--- src/rtl/tick_pwm.sv ---
// -----------------------------------------------------------------------------
// tick_pwm
//
// Programmable PWM generator. It runs on the system clock and is advanced by a
// divided clock from the divider stage. Rising edges of div_clk_in become
// single-cycle ticks. The ticks step a counter through a programmable period,
// and pwm_out is high while the counter is below the programmable duty.
//
// New settings arrive on a valid/ready handshake. In IDLE a nonzero period
// starts the generator at once. In RUN the settings wait in a shadow register
// and are copied to the active set only at a period boundary, so the waveform
// never changes mid-period. If the shadow period is 0, the generator returns
// to IDLE at the next boundary.
//
// Ports
//   clk          system clock, rising edge
//   reset_n      asynchronous active-low reset
//   div_clk_in   divided clock from the divider stage
//   enable       1 = ticks advance the counter, 0 = counter frozen
//   cfg_valid    configuration offered
//   cfg_ready    configuration can be accepted
//   cfg_period   ticks per PWM period (0 = stop)
//   cfg_duty     ticks of high output per period
//   pwm_out      PWM waveform
//   period_done  one-cycle pulse after each period boundary
//   active       1 while running
// -----------------------------------------------------------------------------
module tick_pwm #(
   parameter int WIDTH = 8
) (
   input  logic             clk,
   input  logic             reset_n,
   input  logic             div_clk_in,
   input  logic             enable,
   input  logic             cfg_valid,
   output logic             cfg_ready,
   input  logic [WIDTH-1:0] cfg_period,
   input  logic [WIDTH-1:0] cfg_duty,
   output logic             pwm_out,
   output logic             period_done,
   output logic             active
);

   typedef enum logic {IDLE, RUN} state_t;

   state_t           state_q, state_d;
   logic             div_d;
   logic             tick;
   logic             xfer;
   logic             boundary;
   logic [WIDTH-1:0] cnt;
   logic [WIDTH-1:0] period_a, duty_a;
   logic [WIDTH-1:0] period_s, duty_s;
   logic             shadow_full;

   // div_d resets to 0, so a high div_clk_in on the first cycle after reset
   // is treated as a rising edge.
   assign tick = div_clk_in & ~div_d;
   assign xfer = cfg_valid & cfg_ready;

   // Outputs are decoded from registers only.
   assign active  = (state_q == RUN);
   assign pwm_out = active && (cnt < duty_a);

   always_comb begin
      state_d   = state_q;
      cfg_ready = 1'b1;
      boundary  = 1'b0;
      case (state_q)
         IDLE: begin
            cfg_ready = 1'b1;
            if (xfer && (cfg_period != '0)) state_d = RUN;
         end
         RUN: begin
            cfg_ready = ~shadow_full;
            boundary  = tick && enable && (cnt == period_a - WIDTH'(1));
            // A pending zero period stops the generator at the boundary.
            if (boundary && shadow_full && (period_s == '0)) state_d = IDLE;
         end
         default: state_d = IDLE;
      endcase
   end

   always_ff @(posedge clk or negedge reset_n) begin
      if (!reset_n) state_q <= IDLE;
      else          state_q <= state_d;
   end

   always_ff @(posedge clk or negedge reset_n) begin
      if (!reset_n) begin
         div_d       <= 1'b0;
         period_done <= 1'b0;
         cnt         <= '0;
         period_a    <= '0;
         duty_a      <= '0;
         period_s    <= '0;
         duty_s      <= '0;
         shadow_full <= 1'b0;
      end else begin
         div_d       <= div_clk_in;
         period_done <= 1'b0;
         case (state_q)
            IDLE: begin
               // A zero-period transfer in IDLE is consumed with no effect.
               if (xfer && (cfg_period != '0)) begin
                  period_a <= cfg_period;
                  duty_a   <= cfg_duty;
                  cnt      <= '0;
               end
            end
            RUN: begin
               // cfg_ready is low while shadow_full is set, so a new transfer
               // never coincides with the shadow being drained below.
               if (xfer) begin
                  period_s    <= cfg_period;
                  duty_s      <= cfg_duty;
                  shadow_full <= 1'b1;
               end
               if (boundary) begin
                  cnt         <= '0;
                  period_done <= 1'b1;
                  if (shadow_full) begin
                     period_a    <= period_s;
                     duty_a      <= duty_s;
                     shadow_full <= 1'b0;
                  end
               end else if (tick && enable) begin
                  cnt <= cnt + WIDTH'(1);
               end
            end
            default: ;
         endcase
      end
   end

endmodule

--- config.mk ---
export PLATFORM = sky130hd
export DESIGN_NAME = tick_pwm
export DESIGN_NICKNAME = d
export VERILOG_FILES = /design/src/rtl/tick_pwm.sv
export SDC_FILE = /design/constraint.sdc
export NUM_CORES = 1
export LEC_CHECK = 0
export ABC_CLOCK_PERIOD_IN_PS = 3000
export BUFFER_PORTS_ARGS = -buffer_cell sky130_fd_sc_hd__buf_2
export CAP_MARGIN = 5
export CORE_MARGIN = 2
export CORE_UTILIZATION = 59
export DETAILED_ROUTE_END_ITERATION = 16
export MAX_ROUTING_LAYER = met4
export PLACE_DENSITY = 0.83
export SLEW_MARGIN = 40
export SYNTH_ARGS = -nofsm -noshare
export SYNTH_HDL_FRONTEND = slang
export SYNTH_SLANG_ARGS = --single-unit
--- constraint.sdc ---
create_clock -name clk -period 3 [get_ports clk]
set_clock_uncertainty 0.1 [all_clocks]
set_input_delay 0.75 -clock clk [delete_from_list [all_inputs] [get_ports clk]]
set_output_delay 0.75 -clock clk [all_outputs]
set_load 0.01 [all_outputs]
Word-level counts from Yosys, hierarchy flattened
Cells that the tools add are included.
{ "word_totals": {"ff_bits": 44, "out_inout_bits": 4} }
{ "op_classes": {"addsub": 2, "n_lt_le_gt_ge": 1, "n_eq_ne": 5, "muxes": 22, "n_bitwise": 5, "reduce_logical": 11} }
{ "ops": {"columns": ["op", "count"], "rows": [
  ["2-to-1 mux 8 bit", 9],
  ["one-hot mux 8 bit (2 select lines)", 3],
  ["adder 8 x 1 -> 8 bit (second input constant)", 1],
  ["== test 8 bit", 1],
  ["zero test 8 bit", 1],
  ["< comparator 8 bit", 1],
  ["2-to-1 mux 1 bit", 8],
  ["nonzero test 8 bit", 1],
  ["subtractor 8 x 1 -> 8 bit (second input constant)", 1],
  ["logical AND 1 bit", 6],
  ["!= test 2 x 1 -> 1 bit (second input constant)", 2],
  ["one-hot mux 1 bit (2 select lines)", 2],
  ["AND reduction 2 bit", 2],
  ["!= test 3 x 1 -> 1 bit (second input constant)", 1],
  ["inverter 1 bit", 3],
  ["AND reduction 3 bit", 1],
  ["bitwise AND 1 bit", 2],
  ["!= test 2 bit (second input constant)", 1]
]} }

Logic depth before layout (Yosys ltp)
Gate-level depths: netlist of run 1.
{ "depth": {"word_depth": 8, "depth_mapped": 9, "depth_no_buf": 8} }

Worst setup path after synthesis of run 1
Ideal clock, no wire load.
{ "synth_timing": {"path_kind": "register to output", "startpoint": "reg cnt[1]", "endpoint": "out pwm_out", "arrival_ns": 1.568, "required_time_ns": 2.150, "setup_slack_ns": 0.582, "stages_incl_launch_ff": 7, "n_path_buf": 0, "path_cell_list": "dfrtp_1 ha_1 a21o_1 a21o_1 a211oi_1 o21bai_1 a31oi_1"} }
{ "synth_via": {"elab_chain_len": 2} }
{ "synth_rtl": {"columns": ["element", "line", "text"], "rows": [
  ["from (decl)", "51", "logic [WIDTH-1:0] cnt;"],
  ["from (signal assigned)", "128", "cnt <= cnt + WIDTH'(1);"],
  ["< comparator 8 bit", "63", "assign pwm_out = active && (cnt < duty_a);"],
  ["logical AND 1 bit", "63", null],
  ["to (decl)", "39", "output logic pwm_out,"]
]} }
No other way between the ends.

Worst setup path after layout of run 1
Ends and elaborated chain as after synthesis.

==> results of run 1 <==
==> layout by cell type, fill, tap and decap left out, types with 2 or more instances in the layout <==
master,Yosys,final
a21o_1,2,2
a21oi_1,3,3
a21oi_4,1,2
a31oi_1,2,2
and2_1,2,2
and3b_1,3,3
buf_2,0,23
buf_4,0,5
clkbuf_8,0,6
clkinvlp_4,0,2
dfrtp_1,44,43
ha_1,9,9
inv_1,21,21
mux2_2,14,14
nand2_1,18,18
nand2b_1,6,6
nand3_1,6,6
nand4_1,2,2
nor2_1,8,8
nor2b_1,3,3
nor3_1,2,2
nor4_1,3,3
o2111ai_1,2,2
o21ai_0,12,12
o221a_1,5,5
o2bb2ai_1,15,15
o2bb2ai_2,5,5
o32ai_2,3,3
or4_1,3,3
xnor2_1,5,5
xor2_1,5,5
==> final cells by class <==
class                   count  share of cell area
clock inverters             2             0.00538
well taps                  50              0.0224
repair buffers             28              0.0547
inverters                  21              0.0283
multi-input cells         158               0.464
clock buffers               6              0.0296
flip-flops and latches     44               0.395
==> cell families after synthesis <==
family,Yosys count
AND/OR/NAND/NOR,65
AO/OA/AOI/OAI,59
flip-flops,44
buffers and inverters,28
multiplexers,15
XOR/XNOR,10
adder cells (fa/ha/maj),9
==> power groups by stage <==
stage	combinational, mW	sequential [mW]	clock [mW]
4_1_cts	0.153	0.666	0.397
3_5_place_dp	0.152	0.678	0
5_1_grt	0.187	0.668	0.427
3_3_place_gp	0.147	0.678	0
2_1_floorplan	0.109	0.661	0
6_report	0.167	0.662	0.387
==> repair_timing <==
action | CTS | global route
endpoints found under the hold margin | 0 | 0
resized for setup | 0 | 1
buffers inserted | 0 | 1
endpoints found under the setup margin | 0 | 1
==> metal layers <==
| metal | track usage | part of all wire | vias up |
|---|---|---|---|
| met5 | - | 0 | - |
| met4 | 0.102 | 0.026 | 0 |
| met3 | 0.0320 | 0.040 | 14 |
| met2 | 0.359 | 0.48 | 51 |
| met1 | 0.322 | 0.45 | 891 |
| li1 | - | - | 899 |
==> stage by stage <==
| stage | cells | hold WS, ns | total power [mW] | worst slack [ns] |
|---|---|---|---|---|
| floorplan | 230 | 0.350 | 0.770 | 0.582 |
| global placement | 300 | 0.369 | 0.825 | 0.168 |
| detailed placement | 300 | 0.390 | 0.831 | 0.0564 |
| CTS | 308 | 0.349 | 1.22 | 0.0192 |
| global route | 309 | 0.377 | 1.28 | 0.0258 |
| finish | 309 | 0.328 | 1.22 | 0.144 |
==> worst min path at each step <==
stage                     startpoint     endpoint  slack (ns)  cells after the start
final                        reset_n  period_s[5]        0.33                      1
after CTS                    reset_n  period_s[2]        0.35                      1
after floorplan              reset_n       active        0.35                      0
after global routing         reset_n  period_s[5]        0.38                      1
after detailed placement   duty_s[7]    duty_s[7]        0.39                      2
after global placement     duty_s[7]    duty_s[7]        0.37                      2
==> flip-flops by register name (all words and copies together) (netlist names) <==
| register | flops |
|---|---|
| duty_s | 8 |
| cnt | 8 |
| duty_a | 8 |
| shadow_full | 1 |
| period_done | 1 |
| period_a | 8 |
| active | 1 |
| period_s | 8 |
| div_d | 1 |
==> results.md, run 1 <==
* Total GRT Usage at 0.237
* Synth unique cells at 48
* Count of hold-fix buffers inserted at cts at 0
* Initial antenna violation count at 0
* Net Count, Synth at 260
* LEAKAGE at around 1.4 nW
* Clk pwr share at 0.318
* Crit path cell chain: ha_1 -> a21o_1 -> a21o_1 -> a211oi_1 -> o21bai_1 -> a31oi_1 -> buf_2
* TritonCTS clock tree: built
* Initial DRC Count at 67
* Grt ovf at 0
* CP startpoint: cnt[1]
* Top post-synthesis cells by count: 44 x dfrtp_1, 21 x inv_1, 18 x nand2_1
* Post-Synthesis Cells at 230
* Syn Area/Cell at 10.9 µm²
* CTS sink cnt at 44
* Startpoint types: flop
* Simple-gate share of the synthesized area at 0.149
* Largest net degree at the start of global routing at 45
* Starting density of the core at 0.618
* Cell taking the most area after synthesis: dfrtp_1
* Area taken by multi-input logic gates at 1290 µm²
* Drt wl/cell at 16.3 µm
* Yosys warning count at 0
* Fin util at 0.687
* WP data required at 2.15 ns
* H-tree lvl count at 2
* Clock latency on the worst-skew pair at 0.30 ns
* Post-synthesis sequential area ratio at 0.439
* Die width at 69.2 µm
* Post-synthesis compound-gate area fraction at 0.218
* Mapped cell area at 2510 µm²
* Gp weighted congestion at 0.821
* Die H at roughly 69 µm
* Total CTS buffers at 5
* R2r worst-path depth at 8
* Drt drc at 0
* Layout Nets at 288
* Share of cells above drive strength 1 at 0.266
* Final setup TNS at 0 ns
* Final-report max-slew violation count at 0
* Slew HR at 0.544
* Post-synth ARST share at 1.00
* Stages on worst setup path at 7
* Crit Path Category: reg -> out
* Worst slew pin tran at 0.679 ns
* Fin crit share at 0.952
* Slowest cell on crit path: dfrtp_2
* Xor and xnor fraction of the mapped netlist area at 0.0349
* Synth area leaders: dfrtp_1 44%, mux2_2 6.3%, o2bb2ai_1 5.2%, ha_1 4.5%, inv_1 3.1%
* Placed instance area at about 2700 µm²
* Area Overhead vs Synth at 11.2%
* Final WL at 5030 µm
* Most common cell on crit path: a21o_1
* Share of the synthesized area in the top cell type at 0.439
* PD cells at between 400 and 500 nW/µm²
* Max frequency at 0.350 GHz
* Diodes inserted at 0
* Clk buf depth at 2
* Primary FF master, synth: dfrtp_1
* Switching power at 329 µW
* Internal at just under 900 µW
* Switching share of power at 0.271
* Design area at 2790 µm²
* Final setup violation count at 0
* Final ANT Viol Nets at 0
* CP arrival at 2.01 ns
* # rows at 23
* Seq pwr share at 0.545
* Post-synthesis mux area share at 0.0668
* Hold crit path type: in -> async
* Final hold violations at 0
* Register area at 1100 µm²
* Comb power frac at 0.137
* CP endpoint: pwm_out
* RSZ-0062 raised after global routing: false
* # port buffers at 24
* DP HPWL at 3700 µm
* Global-route wire length before repair at 8770 µm
* Initial DRT Pass Iterations at 4
* RR Endpoint: duty_a[5]
* Core Region at 4060 µm²
* Largest family of logic cells by synthesized area: compound AO/OA/AOI/OAI gates
* Vias per std cell at 6.00
* Maxcap violations at 0
* Clock Tree Root: clkbuf_8
* Most numerous cell in the Yosys netlist: dfrtp_1
* Routed vias at 1855
* R2R setup slack at roughly 0.36 ns
* Crit Path Max Fanout at 3
* Number of synthesized flops with an enable pin at 0
* Worst-path clk slew at approximately 0.080 ns
* Synth Area in Adders at 0.0449
* Die area at 4790 µm²
* IO Count at 25
* Buffers plus inverters on the worst setup path at 1
* Min Tclk post-route at 2.86 ns
* Yosys reg bits at 44
* Status: finished, final reports clean
* Worst Setup End Kind: output port
* Max rail drop VDD at approximately 0.29 mV
* Crit-path max cell delay at 0.42 ns
* Vias in the first global route at 1862
* Fill cell count at 289
* CP top delay family: compound AO/OA/AOI/OAI gates
* R2R Path Start: period_a[0]
No activity file was read; power rests on OpenSTA's default activity.
==> run 2: changes to the inputs <==
- ABC_AREA: not set -> 1
==> run 2 against run 1 <==
Net effect:
- synthesized cell count rose by 53%
- clock power increased by 17%
- wire length is 2.0% higher
- setup slack improved by 0.32 ns
- maximum frequency is 13% higher
- synthesized area rose by 3.0%
- largest cell class unchanged
- largest power group unchanged
- final cell count increased by 39%
- sequential share of layout area fell by 0.45 points
- count of clock-buffer cells in the layout stayed put
==> results.md, run 2 <==
* Post-CTS Setup Bufs at 0 (unchanged)
* Initial antenna violation count at 0 (unchanged)
* Count of hold-fix buffers inserted at cts at 0 (unchanged)
* Worst slew pin tran at 0.635 ns (-0.0435 ns)
* Clock latency on the worst-skew pair at 0.30 ns (about the same)
* Crit path cell chain: ha_1 -> a21boi_0 -> o211ai_1 -> a21oi_1 -> nor3_1 -> buf_2
* PD cells at 449 nW/µm² (+3.1%)
* Vias per std cell at 5.22 (-13%)
* Total CTS buffers at 5 (unchanged)
* Initial DRT Pass Iterations at 4 (unchanged)
* Total GRT Usage at 0.234 (-0.00240)
* Status: finished, final reports clean
* Min Tclk post-route at 2.53 ns (-0.323 ns)
* Final setup violation count at 0 (unchanged)
* Vias in the first global route at 2051 (+10%)
* LEAKAGE at 1.48 nW (+9.0%)
* Die H at 70.2 µm (+1.4%)
* Crit-path max cell delay at 0.42 ns (about the same)
* Grt ovf at 0 (unchanged)
* Slowest cell on crit path: dfrtp_1
* Clock Tree Root: clkbuf_8
* Tot Pwr at 1.27 mW (+4.2%)
* Crit Path Category: reg -> out
* WP data required at 2.15 ns (about the same)
* CP startpoint: cnt[1]
* Post-Synthesis Cells at 351 (+53%)
* Primary FF master, synth: dfrtp_1
* Stages on worst setup path at 6 (-1)
* RSZ-0062 raised after global routing: false
* IO Count at 25 (unchanged)
* Most numerous cell in the Yosys netlist: nand2_1
* Routed vias at 2236 (+21%)
* Crit Path Max Fanout at 5 (+2)
* Slew HR at 0.577 (+0.0330)
* Max rail drop VDD at 0.312 mV (+6.9%)
* R2r worst-path depth at 14 (+6)
* Synth area leaders: dfrtp_1 43%, nand2_1 15%, o21ai_0 8.3%, inv_1 6.7%, nand3_1 5.6%
* Syn Area/Cell at 7.36 µm² (-33%)
* Maxcap violations at 0 (unchanged)
* CP top delay family: flip-flops
* Drt drc at 0 (unchanged)
* Cell taking the most area after synthesis: dfrtp_1
* Final hold violations at 0 (unchanged)
* Buffers plus inverters on the worst setup path at 1 (unchanged)
* Gp weighted congestion at 0.893 (+8.8%)
* Worst Setup End Kind: output port
* Layout Nets at 405 (+41%)
* Hold crit path type: in -> async
* Startpoint types: flop
* DP HPWL at 3850 µm (+4.0%)
* Drt wl/cell at 12.0 µm (-26%)
* Leading cell types in the layout, fill and taps excluded: 106 x nand2_1, 46 x inv_1, 44 x dfrtp_1
* R2R Path Start: period_a[0]
* Top post-synthesis cells by count: 106 x nand2_1, 46 x inv_1, 44 x dfrtp_1
* Clk buf depth at 2 (unchanged)
* Largest net degree at the start of global routing at 35 (-22%)
* Initial DRC Count at 116 (+73%)
* # port buffers at 24 (unchanged)
* Worst-path clk slew at 0.09 ns (about the same)
* Post-synth ARST share at 1.00 (unchanged)
* Starting density of the core at 0.602 (-0.0166)
* Max frequency at 0.395 GHz (+13%)
* Diodes inserted at 0 (unchanged)
* RR Endpoint: period_a[7]
* Fin crit share at 0.845 (-0.108)
* CP endpoint: pwm_out
* Yosys reg bits at 44 (unchanged)
* Number of synthesized flops with an enable pin at 0 (unchanged)
* Post-synthesis sequential area ratio at 0.426 (-0.0128)
* # rows at 24 (+4.3%)
* Net Count, Synth at 381 (+47%)
* Core Region at 4290 µm² (+5.8%)
* Commonest non-fill, non-tap cell in the layout: nand2_1
* Die area at 4920 µm² (+2.8%)
* Yosys warning count at 0 (unchanged)
* TritonCTS clock tree: built
* Mapped cell area at 2580 µm² (+3.0%)
* Die width at 70.2 µm (+1.4%)
* Final-report max-slew violation count at 0 (unchanged)
* Final setup TNS at 0 ns (unchanged)
* Final ANT Viol Nets at 0 (unchanged)
* Share of the synthesized area in the top cell type at 0.426 (-0.0128)
* CP arrival at 1.68 ns (-0.33 ns)
* Post-CTS Resized at 0 (unchanged)
* H-tree lvl count at 2 (unchanged)
* Final WL at 5130 µm (+2.0%)
* R2R setup slack at 0.73 ns (+0.37 ns)
* Area Overhead vs Synth at 9.06%
* Global-route wire length before repair at 9000 µm (+2.6%)
* Share of cells above drive strength 1 at 0.136 (-0.131)
* CTS sink cnt at 44 (unchanged)
* Synth unique cells at 29 (-40%)
==> run 2: cell types whose count changed after synthesis, moves of 6 or more <==
cell / change
nand2_1: +88
o21ai_0: +31
o2bb2ai_1: -15
nand2b_1: -6
nand3_1: +23
mux2_2: -14
inv_1: +25
nor2_1: +14
==> run 2: worst min path at each step <==
| stage | start | endpoint | slack, ns | cells past startpoint |
|---|---|---|---|---|
| floorplan | duty_a[0] | duty_a[0] | 0.34 | 2 |
| global placement | duty_a[1] | duty_a[1] | 0.36 | 2 |
| detailed placement | duty_a[2] | duty_a[2] | 0.37 | 2 |
| CTS | duty_a[2] | duty_a[2] | 0.39 | 2 |
| global route | reset_n | period_s[1] | 0.41 | 1 |
| finish | reset_n | period_s[1] | 0.36 | 1 |
==> run 2: final cells by class <==
type	instances	area (µm²)
fillers	385	1480
repair buffers	28	150
well taps	52	65.1
multi-input cells	246	1210
clock inverters	2	35.0
inverters	50	188
clock buffers	6	72.6
flip-flops and latches	44	1100
==> run 2: cell families after synthesis <==
family | synth area share
adder cells (fa/ha/maj) | 0.0436
AO/OA/AOI/OAI | 0.106
XOR/XNOR | 0.0136
AND/OR/NAND/NOR | 0.304
flip-flops | 0.426
buffers and inverters | 0.107
==> run 2: stage by stage <==
step                      area, µm²   util  worst slack [ns]  instances  hold WS, ns
after floorplan                2580      -             0.864        351        0.336
after global placement         2710  0.631             0.707        420        0.360
after detailed placement       2710  0.631             0.663        420        0.366
after CTS                      2820  0.656             0.454        428        0.388
after global routing           2820  0.656             0.319        428        0.413
final                          2820  0.656             0.466        428        0.363
==> run 2: worst reg2reg max path, stage by stage (launching register included) <==
cell     delay [ns]
dfrtp_1        0.46
inv_2          0.09
ha_1           0.32
inv_1          0.06
nand2_1        0.05
nand2_1        0.05
nand3_1        0.08
nor2_2         0.10
nand2_1        0.06
nor2_2         0.12
nand3_2        0.12
nand2_4        0.21
nand2_4        0.17
nand2_1        0.12
nand2_1        0.05
==> run 2: power breakdown <==
group          internal (mW)  switching [mW]
clock network          0.247           0.204
registers              0.616          0.0301
logic                 0.0700          0.0988
==> run 2: metal layers <==
| layer | global-route usage | routed length [µm] | vias up |
|---|---|---|---|
| met3 | 0.0346 | 207 | 10 |
| met1 | 0.316 | 2440 | 1013 |
| li1 | - | - | 1161 |
| met4 | 0.0769 | 108 | 0 |
| met5 | - | 0 | - |
| met2 | 0.368 | 2370 | 52 |
